[config.mk]
export PLATFORM = sky130hd
export DESIGN_NAME = dram_tester_flat
export DESIGN_NICKNAME = d
export VERILOG_FILES = /design/src/rtl/dram_tester_if.sv /design/src/rtl/dram_tester.sv /design/src/flat_wrapper.sv
export SDC_FILE = /design/constraint.sdc
export NUM_CORES = 1
export LEC_CHECK = 0
export BUFFER_PORTS_ARGS = -buffer_cell sky130_fd_sc_hd__buf_2
export CAP_MARGIN = 15
export CORE_MARGIN = 2
export CORE_UTILIZATION = 59
export DETAILED_ROUTE_END_ITERATION = 8
export GPL_TIMING_DRIVEN = 0
export PLACE_DENSITY = 0.81
export SLEW_MARGIN = 20
export SYNTH_ARGS = -nofsm -noshare
export SYNTH_HDL_FRONTEND = slang
export SYNTH_SLANG_ARGS = --single-unit
[constraint.sdc]
create_clock -name clk -period 5.9 [get_ports clk]
set_input_delay 0.295 -clock clk [delete_from_list [all_inputs] [get_ports clk]]
set_output_delay 0.295 -clock clk [all_outputs]
set_load 0.05 [all_outputs]
[src/rtl/dram_tester_if.sv]
// Avalon-MM initiator bus between dram_tester and the SDRAM controller slave port.
interface dram_tester_if #(
    parameter int unsigned ADDR_W = 24
);
    logic [ADDR_W-1:0] avm_address;
    logic              avm_write;
    logic [15:0]       avm_writedata;
    logic [1:0]        avm_byteenable;
    logic              avm_read;
    logic [15:0]       avm_readdata;
    logic              avm_readdatavalid;
    logic              avm_waitrequest;

    modport master (
        output avm_address, avm_write, avm_writedata, avm_byteenable, avm_read,
        input  avm_readdata, avm_readdatavalid, avm_waitrequest
    );

    modport slave (
        input  avm_address, avm_write, avm_writedata, avm_byteenable, avm_read,
        output avm_readdata, avm_readdatavalid, avm_waitrequest
    );
endinterface

[src/rtl/dram_tester.sv]
// SDRAM self-test: writes an address-derived pattern over 0..N_WORDS-1, then reads it
// back with up to MAX_PEND pipelined reads and counts mismatching words.
module dram_tester #(
    parameter int unsigned ADDR_W   = 24,
    parameter int unsigned N_WORDS  = 1024,
    parameter logic [15:0] SEED     = 16'hA5C3,
    parameter int unsigned MAX_PEND = 4
) (
    input  logic              clk,
    input  logic              reset,
    input  logic              start,
    output logic              busy,
    output logic              done,
    output logic              pass,
    output logic [15:0]       err_count,
    output logic [ADDR_W-1:0] err_addr,
    dram_tester_if.master     avm
);

    localparam logic [ADDR_W-1:0] LAST_A = ADDR_W'(N_WORDS - 1);
    localparam logic [ADDR_W-1:0] ONE_A  = ADDR_W'(1);
    localparam logic [3:0]        MAX_P  = 4'(MAX_PEND);

    typedef enum logic [2:0] {S_IDLE, S_WRITE, S_READ, S_DRAIN, S_DONE} state_e;

    state_e            state_q, state_d;
    logic [ADDR_W-1:0] wa_q, wa_d, ia_q, ia_d, ra_q, ra_d;
    logic [3:0]        pend_q, pend_d;
    logic [15:0]       err_count_q, err_count_d;
    logic [ADDR_W-1:0] err_addr_q, err_addr_d;
    logic              busy_q, busy_d, done_q, done_d, pass_q, pass_d;
    logic [ADDR_W-1:0] addr_q, addr_d;
    logic [15:0]       wdata_q, wdata_d;
    logic              write_q, write_d, read_q, read_d;

    logic wr_acc, rd_acc, ret, mism;

    function automatic logic [15:0] pat(input logic [ADDR_W-1:0] a);
        return 16'(a) ^ SEED;
    endfunction

    assign wr_acc = write_q && !avm.avm_waitrequest;
    assign rd_acc = read_q && !avm.avm_waitrequest;
    assign ret    = avm.avm_readdatavalid;
    assign mism   = ret && (avm.avm_readdata != pat(ra_q));

    // State register and all registered outputs
    always_ff @(posedge clk or posedge reset) begin
        if (reset) begin
            state_q     <= S_IDLE;
            wa_q        <= '0;
            ia_q        <= '0;
            ra_q        <= '0;
            pend_q      <= '0;
            err_count_q <= '0;
            err_addr_q  <= '0;
            busy_q      <= 1'b0;
            done_q      <= 1'b0;
            pass_q      <= 1'b0;
            addr_q      <= '0;
            wdata_q     <= '0;
            write_q     <= 1'b0;
            read_q      <= 1'b0;
        end else begin
            state_q     <= state_d;
            wa_q        <= wa_d;
            ia_q        <= ia_d;
            ra_q        <= ra_d;
            pend_q      <= pend_d;
            err_count_q <= err_count_d;
            err_addr_q  <= err_addr_d;
            busy_q      <= busy_d;
            done_q      <= done_d;
            pass_q      <= pass_d;
            addr_q      <= addr_d;
            wdata_q     <= wdata_d;
            write_q     <= write_d;
            read_q      <= read_d;
        end
    end

    // Next-state and next-output logic
    always_comb begin
        state_d     = state_q;
        wa_d        = wa_q;
        ia_d        = ia_q;
        ra_d        = ra_q;
        pend_d      = pend_q;
        err_count_d = err_count_q;
        err_addr_d  = err_addr_q;
        done_d      = done_q;
        pass_d      = pass_q;
        addr_d      = addr_q;
        wdata_d     = wdata_q;
        write_d     = write_q;
        read_d      = read_q;

        case (state_q)
            S_IDLE, S_DONE: begin
                if (start) begin
                    state_d     = S_WRITE;
                    wa_d        = '0;
                    ia_d        = '0;
                    ra_d        = '0;
                    pend_d      = '0;
                    err_count_d = '0;
                    err_addr_d  = '0;
                    done_d      = 1'b0;
                    pass_d      = 1'b0;
                    addr_d      = '0;
                    wdata_d     = pat('0);
                    write_d     = 1'b1;
                end
            end
            S_WRITE: begin
                if (wr_acc) begin
                    if (wa_q == LAST_A) begin
                        state_d = S_READ;
                        write_d = 1'b0;
                        read_d  = 1'b1;
                        addr_d  = '0;
                        ia_d    = '0;
                        ra_d    = '0;
                        pend_d  = '0;
                    end else begin
                        wa_d    = wa_q + ONE_A;
                        addr_d  = wa_q + ONE_A;
                        wdata_d = pat(wa_q + ONE_A);
                    end
                end
            end
            S_READ, S_DRAIN: begin
                if (ret) begin
                    ra_d = ra_q + ONE_A;
                    if (mism) begin
                        if (err_count_q == 16'd0) err_addr_d = ra_q;
                        if (err_count_q != 16'hFFFF) err_count_d = err_count_q + 16'd1;
                    end
                end
                pend_d = pend_q + {3'b000, rd_acc} - {3'b000, ret};
                if (state_q == S_READ) begin
                    if (rd_acc) ia_d = ia_q + ONE_A;
                    if (rd_acc && (ia_q == LAST_A)) begin
                        state_d = S_DRAIN;
                        read_d  = 1'b0;
                    end else begin
                        // Throttle on the post-edge count so read never exceeds MAX_PEND in flight
                        read_d = (pend_d < MAX_P);
                        addr_d = ia_d;
                    end
                end else if (ret && (ra_q == LAST_A)) begin
                    state_d = S_DONE;
                    done_d  = 1'b1;
                    pass_d  = (err_count_d == 16'd0);
                end
            end
            default: state_d = S_IDLE;
        endcase

        busy_d = (state_d == S_WRITE) || (state_d == S_READ) || (state_d == S_DRAIN);
    end

    assign busy      = busy_q;
    assign done      = done_q;
    assign pass      = pass_q;
    assign err_count = err_count_q;
    assign err_addr  = err_addr_q;

    assign avm.avm_address    = addr_q;
    assign avm.avm_write      = write_q;
    assign avm.avm_writedata  = wdata_q;
    assign avm.avm_byteenable = 2'b11;
    assign avm.avm_read       = read_q;

endmodule

[src/flat_wrapper.sv]
// flat-port wrapper written by rule: the top's interface ports become plain ports
module dram_tester_flat 
#(
    parameter int unsigned ADDR_W   = 24,
    parameter int unsigned N_WORDS  = 1024,
    parameter logic [15:0] SEED     = 16'hA5C3,
    parameter int unsigned MAX_PEND = 4
)
  (clk, reset, start, busy, done, pass, err_count, err_addr, avm_avm_address, avm_avm_write, avm_avm_writedata, avm_avm_byteenable, avm_avm_read, avm_avm_readdata, avm_avm_readdatavalid, avm_avm_waitrequest);
  dram_tester_if #(.ADDR_W(ADDR_W)) avm_i ();
  input  logic clk;
  input  logic reset;
  input  logic start;
  output logic busy;
  output logic done;
  output logic pass;
  output logic [15:0] err_count;
  output logic [ADDR_W-1:0] err_addr;
  output wire logic [$bits(avm_i.avm_address)-1:0] avm_avm_address;
  output wire logic [$bits(avm_i.avm_write)-1:0] avm_avm_write;
  output wire logic [$bits(avm_i.avm_writedata)-1:0] avm_avm_writedata;
  output wire logic [$bits(avm_i.avm_byteenable)-1:0] avm_avm_byteenable;
  output wire logic [$bits(avm_i.avm_read)-1:0] avm_avm_read;
  input wire logic [$bits(avm_i.avm_readdata)-1:0] avm_avm_readdata;
  input wire logic [$bits(avm_i.avm_readdatavalid)-1:0] avm_avm_readdatavalid;
  input wire logic [$bits(avm_i.avm_waitrequest)-1:0] avm_avm_waitrequest;
  assign avm_avm_address = avm_i.avm_address;
  assign avm_avm_write = avm_i.avm_write;
  assign avm_avm_writedata = avm_i.avm_writedata;
  assign avm_avm_byteenable = avm_i.avm_byteenable;
  assign avm_avm_read = avm_i.avm_read;
  assign avm_i.avm_readdata = avm_avm_readdata;
  assign avm_i.avm_readdatavalid = avm_avm_readdatavalid;
  assign avm_i.avm_waitrequest = avm_avm_waitrequest;
  dram_tester #(.ADDR_W(ADDR_W), .N_WORDS(N_WORDS), .SEED(SEED), .MAX_PEND(MAX_PEND)) u_core (.clk(clk), .reset(reset), .start(start), .busy(busy), .done(done), .pass(pass), .err_count(err_count), .err_addr(err_addr), .avm(avm_i));
endmodule
# == Word-level counts from Yosys, hierarchy flattened ==
# Cells that the tools add are included.
# word_totals
word_cells,130
ramBits,0
reg_bits,164
out_inout_bits,87
rom_bits,0
mem_count,0
latchBits,0
inputBits,21
# op_classes
n_mul,0
muxes,57
addsub,6
eq_ne,23
reduce_logical,27
n_lt_le_gt_ge,1
div_mod_pow,0
bitwise,2
shifts,0
# ops
operator,n
$mux W24,15
$pmux W24 S3,3
$mux W16,8
$pmux W24 S2,2
$add A24 B1 Y24 const B,3
$eq A24 B10 Y1 const B,3
$pmux W16 S2,2
$logic_not A16 Y1,2
$reduce_and A4 Y1,5
$reduce_and A5 Y1,4
$mux W3,6
$add A16 B1 Y16 const B,1
$ne A16 B16 Y1,1
$ne A16 B16 Y1 const B,1
$not A8 Y8,2
$eq A3 B2 Y1 const B,4
$mux W1,12
$mux W4,3
$ne A2 B1 Y1 const B,6
$pmux W4 S3,1
$ne A2 B2 Y1 const B,5
$pmux W3 S3,1
$pmux W1 S2,4
$eq A3 B1 Y1 const B,2
12 further kinds,20

# == Logic depth before layout (Yosys ltp) ==
# logic_depth
depth_word,10
mapped_depth,11

# == Worst setup path after synthesis ==
# Ideal clock, no wire load.
# synth_path
kind,reg-to-reg
startpoint,register u_core.err_count_q[4] (netlist: u_core.err_count[4])
endpoint,register u_core.err_count_q[0] (netlist: u_core.err_count[0])
period_less_slack_ns,2.369
path_slack_ns,3.531
required_ns,5.814
arrival_ns,2.282
setup_ns,0.086
path_stages_with_launch,10
cell_sequence,dfrtp_1 buf_2 and4_1 nand4_1 nor3_4 nor2_1 buf_2 o21bai_1 nand2_1 o21ai_0
# synth_between
elab_chain_cells,6
# synth_rtl
element,line_no,text
"start, declared",dram_tester.sv:29,"logic [15:0] err_count_q, err_count_d;"
"start signal, assigned",dram_tester.sv:70,err_count_q <= err_count_d;
$ne A16 B16 Y1,dram_tester.sv:137,if (err_count_q != 16'hFFFF) err_count_d = err_count_q + 16'd1;
$mux W16,dram_tester.sv:137,
$mux W16,dram_tester.sv:135,if (mism) begin
$mux W16,dram_tester.sv:133,if (ret) begin
$mux W16,dram_tester.sv:98,case (state_q)
$pmux W16 S2,dram_tester.sv:98,
# Every way passes these cells. The select of a mux whose other input is x is not followed.
# A chain may end at the register's enable or synchronous reset.

# == Worst setup path after layout ==
# layout_path
startpoint,register u_core.ra_q[2]
endpoint,register u_core.err_addr_q[6] (netlist: u_core.err_addr[6])
# layout_between
elab_chain_cells,4
# layout_rtl
element,line_no,text
"start, declared",dram_tester.sv:27,"logic [ADDR_W-1:0] wa_q, wa_d, ia_q, ia_d, ra_q, ra_d;"
"start signal, assigned",dram_tester.sv:68,ra_q <= ra_d;
$ne A16 B16 Y1,dram_tester.sv:45,assign mism = ret && (avm.avm_readdata != pat(ra_q));
$logic_and A1 B1 Y1,dram_tester.sv:45,
$ne A2 B1 Y1 (no line),--,
$reduce_and A5 Y1 (no line),--,
"end signal, assigned",dram_tester.sv:71,err_addr_q <= err_addr_d;
"end, declared",dram_tester.sv:30,"logic [ADDR_W-1:0] err_addr_q, err_addr_d;"
# Every way passes these cells.

==> run_results.csv <==
group,metric,value,unit
synth,synth_cells,970,
sta,worst_pin_slew,0.965,ns
clock_network,cts.repair.resized,0,
pwr,swShare,21.7,%
worst_setup_path,critical_path_required,6.26,ns
pwr,power_frac_comb,2.8,%
sta,relSlewSlack,35.2,%
floorplanning,dieArea,0.0160,mm^2
cells_and_area,layout.nets,1128,
drt,ant_nets,0,
min_path,hold_class,"input pin to register",
worst_setup_path,end_kind,"register",
global_routing,grt_pass1_wl,39.3,mm
floorplanning,pin_count,108,
clock_network,cts.clk_slew.worst_paths,0.06,ns
floorplanning,die_y,126,um
floorplanning,row_count,44,
sta,grt_setup_unrepaired,"no",
drt,wl_per_cell,18.9,um
worst_setup_path,critical_path_class,"register to register",
clock_network,numCtsBuffers,17,
cells_and_area,area_growth,15.3,%
sta,post-route-min-period,2.93,ns
pwr,p_per_area,213,mW/mm^2
sta,hold_viol,0,
cells_and_area,final_cell_mix,"dfrtp_1 (156), nand2_1 (145), buf_2 (130), nor2_1 (69), o21ai_0 (55)",
drt,route.detailed.drc,0,
status,status,"finished clean",
sta,slew_viol_final,0,
global_routing,grt_max_degree,91,
pwr,p_int,1700,uW
worst_setup_path,crit_fanout,10,
synth,yosysSeqAreaShare,44.1,%
pwr,pwr-share-clk,47.9,%
drt,vias,8033,
synth,synth-seq-cells,156,
pwr,power_leakage,0.00472,uW
pwr,seq_power_share,49.3,%
worst_setup_path,cp-start-kind,"register",
drt,vias_per_cell,6.21,
synth,synth_top_area_cell,"dfrtp_1",
cells_and_area,final_common_cell,"dfrtp_1",
cells_and_area,final_layout_size_suffix_gt1_share,19.1,%
worst_setup_path,r2r-end,"u_core.err_addr[6]",
sta,min_period_over_period,49.6,%
worst_setup_path,rrSetupSlack,2.97,ns
placement,gp_congestion,0.930,
worst_setup_path,r2r-start,"u_core.ra_q[2]",
sta,skew,0.00593,ns
sta,setup_viol,0,
cells_and_area,diodes,0,
min_path,whs_path_depth,3,
placement,port_buffers,105,
worst_setup_path,arrival,3.28,ns
floorplanning,chipWidth,126,um
drt,dr.first_iter.drc_count,697,
global_routing,antenna_found_initial,0,
placement,dp_hpwl,17.4,mm
clock_network,insertion_delay,0.43,ns
pwr,power.switching,472,uW
floorplanning,core-area,0.0146,mm^2
global_routing,grt_remaining_overflow,0,
global_routing,grt_pass1_vias,7583,
clock_network,cts_tree,"built",
synth,synth_cell_types,76,
worst_setup_path,ff2ff_path_depth,8,
cells_and_area,nFillCells,1222,
clock_network,max-clock-path-buffers,2,
pwr,ir_drop,0.204,mV
cells_and_area,design_area,0.0102,mm^2
floorplanning,start_util,60.6,%
synth,synthTopCellsByArea,"dfrtp_1 (44%), nand2_1 (6.2%), xnor2_1 (4.4%)",
pwr,finalPower,2170,uW
synth,dominantRegCellSynth,"dfrtp_1",
synth,yosysWarnings,0,
clock_network,clkSinkCount,156,
placement,place_area,0.00964,mm^2
synth,synth_edf_count,0,
synth,synthArstFlopShare,100,%
synth,avgSynthCellArea,9.12,um^2
clock_network,htree_levels,4,
worst_setup_path,critPathLaunch,"u_core.ra_q[2]",
global_routing,grtUsageTotal,31.1,%
drt,dr.pass1.iters,6,
synth,synth_area,0.00884,mm^2
sta,fmax,342,MHz
flow_run,maxCapViolCount,0,
drt,wirelength,24.5,mm
worst_setup_path,critPathCapture,"u_core.err_addr[6]",
clock_network,cts_root_buf,"clkbuf_16",
synth,synth_top_area_share,44.1,%
## sequential cells by signal, indices dropped and copies added, names as in the netlist
register and flops:
u_core.err_count 16, u_core.avm.avm_address 24, u_core.err_addr 24, u_core.pass 1, u_core.wa_q 24, u_core.avm.avm_write 1
u_core.ia_q 24, u_core.ra_q 24, u_core.busy 1, u_core.done 1, u_core.state_q 3, u_core.pend_q 4
u_core.avm.avm_writedata 8, u_core.avm.avm_read 1
## routing by layer
| layer | global-route usage [%] | routed length [um] | share of wire (%) |
|---|---|---|---|
| met5 | 0 | 0 | 0 |
| met4 | 12.5 | 889 | 3.6 |
| met3 | 6.50 | 1790 | 7.3 |
| met2 | 50.4 | 11700 | 48 |
| met1 | 41.1 | 10100 | 41 |
## per-stage QoR
step | util [%] | instances | setup WS, ns | hold WS (ns) | TNS (ns)
2_1_floorplan | - | 971 | 1.40 | 0.462 | 0
3_3_place_gp | 65.8 | 1260 | -0.310 | 0.450 | -46.46
3_5_place_dp | 66.1 | 1261 | 3.09 | 0.368 | 0
4_1_cts | 69.9 | 1294 | 3.04 | 0.170 | 0
5_1_grt | 69.9 | 1294 | 2.89 | 0.199 | 0
6_report | 69.9 | 1294 | 2.97 | 0.188 | 0
## cells by family (layout without fill, tap and decap cells)
group           count (synthesis)  count (layout)  share of synthesized area (%)
simple gates                  393             393                           22.7
compound gates                232             232                           17.3
flops                         156             156                           44.1
xor+xnor                       84              84                           8.32
buf+inv                        83             222                           4.68
mux                            11              11                           1.33
fa+ha+maj                      10              10                           1.50
other cells                     1               2                         0.0424
## Yosys cell counts (all sizes together), types with 16 or more instances
library cell and instances:
clkbuf 22, xor2 40, nand3 39, buf 44, dfrtp 156, nor2 74, nor3 25, o21ai 98
inv 17, and3 16, xnor2 44, o31ai 24, nand4 22, nor4 18, a21oi 29, nand2 145
a22o 16
## power by group through the flow
stage	Sequential [uW]	Clock, uW	Combinational (uW)
2_1_floorplan	1090	0	36.4
3_3_place_gp	1090	0	58.0
3_5_place_dp	1090	0	62.2
4_1_cts	1070	1050	62.7
5_1_grt	1070	1090	69.2
6_report	1070	1040	61.5
## worst max-delay path, cell delays in order, from the launching register on
cell and delay [ns]:
dfrtp_1 0.50, xor2_1 0.22, nor4_1 0.57, nand4_1 0.51
a31oi_2 0.46, buf_4 0.24, buf_4 0.20, nand2_1 0.07
o21ai_1 0.07
## worst min-delay path by stage
| stage | to | startpoint |
|---|---|---|
| 6_report | u_core.state_q[2] | start |
| 5_1_grt | u_core.state_q[2] | start |
| 4_1_cts | u_core.state_q[2] | start |
| 3_5_place_dp | u_core.wa_q[12] | reset |
| 3_3_place_gp | u_core.avm.avm_address[4] | u_core.avm.avm_address[4] |
| 2_1_floorplan | u_core.state_q[2] | start |
## final cells by class
type / instances / area, um^2 / area share (%)
clock buffers: 26 / 489 / 4.80
well taps: 184 / 230 / 2.26
clock inverters: 6 / 61.3 / 0.601
flip-flops and latches: 156 / 3900 / 38.3
inverters: 17 / 71.3 / 0.699
plain buffers: 66 / 350 / 3.43
multi-input cells: 732 / 4530 / 44.4
repair buffers: 107 / 563 / 5.52
## what timing repair did
item                                   4_1_cts  5_1_grt
buffers inserted                             0        0
endpoints found under the hold margin       66        0
hold buffers                                 1        0
No activity file was read; power rests on OpenSTA's default activity.
